## config.mk

```make
export PLATFORM = sky130hd
export DESIGN_NAME = link_channel_tx
export DESIGN_NICKNAME = d
export VERILOG_FILES = /design/src/rtl/link_channel_tx.sv
export SDC_FILE = /design/constraint.sdc
export NUM_CORES = 1
export LEC_CHECK = 0
export CORE_ASPECT_RATIO = 0.5
export CORE_UTILIZATION = 49
export DETAILED_ROUTE_END_ITERATION = 7
export MAX_ROUTING_LAYER = met4
export PLACE_DENSITY = 0.89
export SLEW_MARGIN = 40
export SYNTH_ARGS = -nofsm -noshare
export SYNTH_HDL_FRONTEND = slang
export SYNTH_SLANG_ARGS = --single-unit
```

## constraint.sdc

```tcl
create_clock -name clk -period 4.95 [get_ports clk]
set_input_delay 1.2375 -clock clk [delete_from_list [all_inputs] [get_ports clk]]
set_output_delay 1.2375 -clock clk [all_outputs]
set_load 0.05 [all_outputs]
```

## src/rtl/link_channel_tx.sv

```systemverilog
// link_channel_tx: transmit end of the inter-FPGA channel link.
// Muxes one-entry per-channel buffers and status frames onto a single framed link.
module link_channel_tx #(
   parameter int unsigned WIDTH         = 128,
   parameter int unsigned CHANNELS      = 4,
   parameter int unsigned STATUS_PERIOD = 16,
   localparam int unsigned CW           = (CHANNELS > 1) ? $clog2(CHANNELS) : 1,
   localparam int unsigned LINK_WIDTH   = WIDTH + CW + 1
) (
   input  logic                         clk,
   input  logic                         reset,
   input  logic [WIDTH*CHANNELS-1:0]    in_data,
   input  logic [CHANNELS-1:0]          in_valid,
   output logic [CHANNELS-1:0]          in_ready,
   input  logic [CHANNELS-1:0]          has_message_flying,
   input  logic [CHANNELS-1:0]          has_odd_clusters,
   output logic [LINK_WIDTH-1:0]        link_data,
   output logic                         link_valid,
   input  logic                         link_ready
);

   localparam int unsigned CNTW = $clog2(STATUS_PERIOD);
   localparam logic [CNTW-1:0] CNT_MAX = CNTW'(STATUS_PERIOD - 1);
   localparam int unsigned SW = 2 * CHANNELS;

   typedef enum logic {FRAME_DATA = 1'b0, FRAME_STATUS = 1'b1} frame_t;

   logic [CHANNELS-1:0]   full_q, full_d, capture;
   logic [WIDTH-1:0]      buf_q [CHANNELS];
   logic [CW-1:0]         ptr_q, ptr_d, grant, idx;
   logic                  found;
   logic [SW-1:0]         status_now, snap_q, snap_d;
   logic [CNTW-1:0]       cnt_q, cnt_d;
   logic                  pending_q, pending_d, pend_eff;
   logic                  load_en, load_status, load_data;
   logic                  valid_d;
   logic [LINK_WIDTH-1:0] data_d;

   always_comb begin
      capture    = in_valid & in_ready;
      status_now = {has_odd_clusters, has_message_flying};
      load_en    = ~link_valid | link_ready;
      // A status change or period expiry takes effect in the same cycle it is seen
      pend_eff   = pending_q | (status_now != snap_q) | (cnt_q == CNT_MAX);

      found = 1'b0;
      grant = ptr_q;
      idx   = '0;
      for (int unsigned k = 1; k <= CHANNELS; k++) begin
         idx = CW'((32'(ptr_q) + k) % CHANNELS);
         if (!found && full_q[idx]) begin
            found = 1'b1;
            grant = idx;
         end
      end

      load_status = load_en & pend_eff;
      load_data   = load_en & ~pend_eff & found;

      valid_d   = 1'b0;
      data_d    = link_data;
      ptr_d     = ptr_q;
      full_d    = full_q;
      pending_d = pend_eff;
      snap_d    = snap_q;
      cnt_d     = (cnt_q == CNT_MAX) ? cnt_q : cnt_q + CNTW'(1);

      if (load_status) begin
         valid_d   = 1'b1;
         data_d    = {FRAME_STATUS, {CW{1'b0}}, WIDTH'(status_now)};
         pending_d = 1'b0;
         snap_d    = status_now;
         cnt_d     = '0;
      end else if (load_data) begin
         valid_d       = 1'b1;
         data_d        = {FRAME_DATA, grant, buf_q[grant]};
         ptr_d         = grant;
         full_d[grant] = 1'b0;
      end
      full_d = full_d | capture;
   end

   always_ff @(posedge clk or negedge reset) begin
      if (!reset) begin
         full_q     <= '0;
         in_ready   <= '0;
         link_valid <= 1'b0;
         link_data  <= '0;
         ptr_q      <= CW'(CHANNELS - 1);
         snap_q     <= '0;
         cnt_q      <= '0;
         pending_q  <= 1'b1;
      end else begin
         full_q    <= full_d;
         in_ready  <= ~full_d;
         ptr_q     <= ptr_d;
         snap_q    <= snap_d;
         cnt_q     <= cnt_d;
         pending_q <= pending_d;
         if (load_en) begin
            link_valid <= valid_d;
            link_data  <= data_d;
         end
      end
   end

   always_ff @(posedge clk) begin
      for (int unsigned i = 0; i < CHANNELS; i++) begin
         if (capture[i]) buf_q[i] <= in_data[i*WIDTH +: WIDTH];
      end
   end

endmodule
```

==> results.cfg <==
[outcome]
status = finished, violations left
violations = design-rule violations

[cells_and_area]
fin_cells = 3074
final-seq-area_mm2 = 0.0193
fin_nets = 2802
area_growth_pct = 36.1
final_core_util_pct = 67.9
multiInputGateArea_mm2 = 0.00624
drive_gt1_share_pct = 9.18
n_fill_cell = 3455

[timing]
hold_viol = 0
tns_ps = 0
max_freq_mhz = 282
fin_ws_ps = 1400
setup_violations = 0
clock_skew_ps = 20.8
period_needed_ps = 3550
drv_slew = 0
max-slew-margin-rel_pct = 42.1
tightestPinTransition_ps = 869
rsz0062_at_grt = no
period_share_pct = 71.7

[pwr]
clkPwrFrac_pct = 34.2
vdd_ir_drop_max_mv = 0.317
powerDensity_mw_per_mm2 = 374
p_comb_share_pct = 17.9
power_mw = 13.3
p_sw_mw = 3.66
p_leak_nw = 12.0
power.internal_mw = 9.62
seqPwrFrac_pct = 47.9
swShare_pct = 27.6

[cts]
cts_root_buf = clkbuf_16
cts_buffer_depth = 3
cts_setup_buffers = 0
cts_max_level = 2
cts_buffers = 55
clock_sinks = 667
cts_resized = 0
cts_tree = built
clk_latency_ps = 610
path_clk_slew_ps = 60
ctsHoldBuffers = 0

[floorplanning]
rows = 59
dieArea_mm2 = 0.0543
core_region_area_mm2 = 0.0523
die_w_um = 329
die_h_um = 165
ios = 663
initial_core_util_pct = 49.9

[synth]
ys_ff_latch = 667
yosys.area.top_type = edfxtp_1
avgSynthCellArea_um2 = 15.6
yosysWarnings = 0
seq_area_frac_synth_pct = 73.7
synthTopCellsByArea = edfxtp_1, dfrtp_1, nor3_1
ys_types = 42
synth.top_cell.area_share_pct = 58.8
syn_nets = 2207
synth_cells = 1679
syn-cell-area_mm2 = 0.0261

[worst_setup_path]
path_buf_inv = 2
critical_path_class = primary input to flop
startpoint_type = primary input
cp.arrival_ps = 4010
end_kind = flop
cp.required_ps = 5420
path_delay_family = simple AND/OR/NAND/NOR gates
path_max_fanout = 56
slowest_stage = or4_4
slowest_delay_ps = 900
path_cells = clkdlybuf4s50_1 > xnor2_1 > nand4_1 > or4_4 > buf_12 > o41ai_1

[hold_path]
hold_path_class = flop to flop

[global_route]
antenna_found_initial = 32
gr-usage-all-layers_pct = 34.2
grt_pass1_vias = 19535
grt_max_degree = 131
overflow = 0
grt_pass1_wl_um = 131000

[place]
gp_congestion = 0.940
dp_worst_setup_slack_ps = 867
dpl.cell_count = 2917
hpwl_um = 60900
portBuffers = 662

[routing]
firstDrtPassIters = 8
via_per_inst = 6.41
drtAntennaViolNets = 0
routedWlPerCell_um = 30.5
finalWirelength_um = 93700
drtIter0Drc = 2628
via_count = 19712
route.detailed.drc = 4

[run]
drv_cap = 0
[flip-flops by register name, summed over array words and instances, names as in the netlist]
register / count
buf_q: 512
link_data: 131
snap_q: 8
cnt_q: 4
full_q: 4
in_ready: 4
ptr_q: 2
link_valid: 1
pending_q: 1
[final cells by class]
class                           instances  area share [%]
Tap cell                              701            2.47
Sequential cell                       667            54.2
Multi-Input combinational cell        844            17.6
Antenna cell                           53           0.373
Timing Repair Buffer                  705            20.2
Inverter                                1          0.0106
Clock buffer                           81            4.58
Clock inverter                         22           0.623
[routing by layer]
layer	track usage, %	vias to the layer above	wire length [um]
met3	8.03	380	9550
met1	41.8	9791	32600
li1	-	8037	-
met4	20.1	0	5600
met5	-	-	0
met2	52.6	1504	46000
[cell usage after synthesis]
| cell type | instances |
|---|---|
| nor2b_1 | 2 |
| inv_1 | 1 |
| nor3b_2 | 1 |
| o21ai_1 | 5 |
| buf_2 | 14 |
| dfrtp_1 | 152 |
| buf_4 | 2 |
| a31oi_1 | 1 |
| o21ai_0 | 119 |
| edfxtp_1 | 512 |
| dfstp_2 | 3 |
| mux4_2 | 8 |
| a21o_1 | 5 |
| nor4_2 | 1 |
| or2_2 | 1 |
| nand2b_1 | 4 |
| nor4b_1 | 120 |
| and2_1 | 4 |
| ha_1 | 1 |
| nor3_4 | 1 |
| nand3_1 | 6 |
| clkbuf_1 | 137 |
| a22o_1 | 2 |
| nor3_1 | 243 |
| nor3_2 | 1 |
| nand4_1 | 3 |
| buf_1 | 4 |
| or3_1 | 1 |
| nor2_1 | 5 |
| nor4_1 | 1 |
| o41ai_2 | 56 |
| nand2_1 | 32 |
| a21oi_1 | 6 |
| a211oi_1 | 120 |
| or4_1 | 2 |
| xnor2_1 | 9 |
| o41ai_1 | 64 |
| nor3b_1 | 9 |
| a221o_1 | 9 |
| a221oi_2 | 1 |
| a21oi_2 | 1 |
| buf_6 | 10 |
[power groups by stage]
| stage | Combinational [mW] | Sequential (mW) | Clock [mW] |
|---|---|---|---|
| floorplan | 1.20 | 6.51 | 0 |
| global placement | 2.24 | 6.46 | 0 |
| detailed placement | 2.32 | 6.47 | 0 |
| CTS | 2.32 | 6.36 | 4.56 |
| global route | 2.47 | 6.37 | 4.77 |
| finish | 2.38 | 6.36 | 4.54 |
[stage by stage]
step | hold WS (ps) | area, um^2
detailed placement | 487 | 33500
finish | 504 | 35500
floorplan | 460 | 26100
global route | 517 | 35500
CTS | 502 | 35400
global placement | 477 | 33500
[worst reg2reg max path: stages (launching register included)]
cell     delay [ps]
dfstp_2         650
nand2_1         140
a21oi_4         160
buf_4           410
or3_4           790
buf_4           470
nor3_1          200
o41ai_1         490
[logic make-up after synthesis]
family	share of synthesized area, %
AO/OA/AOI/OAI	12.2
buffers and inverters	2.80
AND/OR/NAND/NOR	10.2
XOR/XNOR	0.302
adder cells (fa/ha/maj)	0.0479
multiplexers	0.690
flip-flops	73.7
[cells in the final DEF (no fill, tap or decap), types with 2 or more instances in the layout]
| cell | n |
|---|---|
| diode_2 | 53 |
| nor2_1 | 5 |
| nand3_1 | 6 |
| a21oi_1 | 5 |
| o21ai_0 | 119 |
| nor3b_1 | 9 |
| a211oi_1 | 119 |
| dfrtp_1 | 152 |
| o21ai_1 | 5 |
| o41ai_2 | 56 |
| nor4b_1 | 119 |
| a21o_1 | 5 |
| nand2b_1 | 4 |
| clkbuf_1 | 13 |
| buf_4 | 24 |
| a221o_1 | 8 |
| nor3_1 | 243 |
| clkbuf_16 | 57 |
| nand2_1 | 32 |
| buf_12 | 17 |
| clkbuf_8 | 11 |
| nand4_1 | 3 |
| and2_4 | 4 |
| edfxtp_1 | 512 |
| o41ai_1 | 64 |
| a21oi_4 | 2 |
| bufinv_16 | 4 |
| clkinvlp_4 | 2 |
| a22o_1 | 2 |
| xnor2_1 | 9 |
| mux4_2 | 8 |
| clkinv_2 | 8 |
| clkdlybuf4s50_1 | 661 |
| dfstp_2 | 3 |
| clkinv_1 | 7 |
[path summary, 6_finish.rpt]
check                                         start             to  slack [ps]  cells past startpoint
min in group asynchronous                     reset     link_valid         630                      1
worst max register to register             ptr_q[1]  link_data[52]        1520                      7
worst min-delay path                      snap_q[3]      snap_q[3]         500                      2
worst min register to register            snap_q[3]      snap_q[3]         500                      2
max in group asynchronous                     reset       ptr_q[1]        3230                      2
worst max-delay path            has_odd_clusters[3]  link_data[90]        1400                      6
Power figures use the tool's default switching activity.
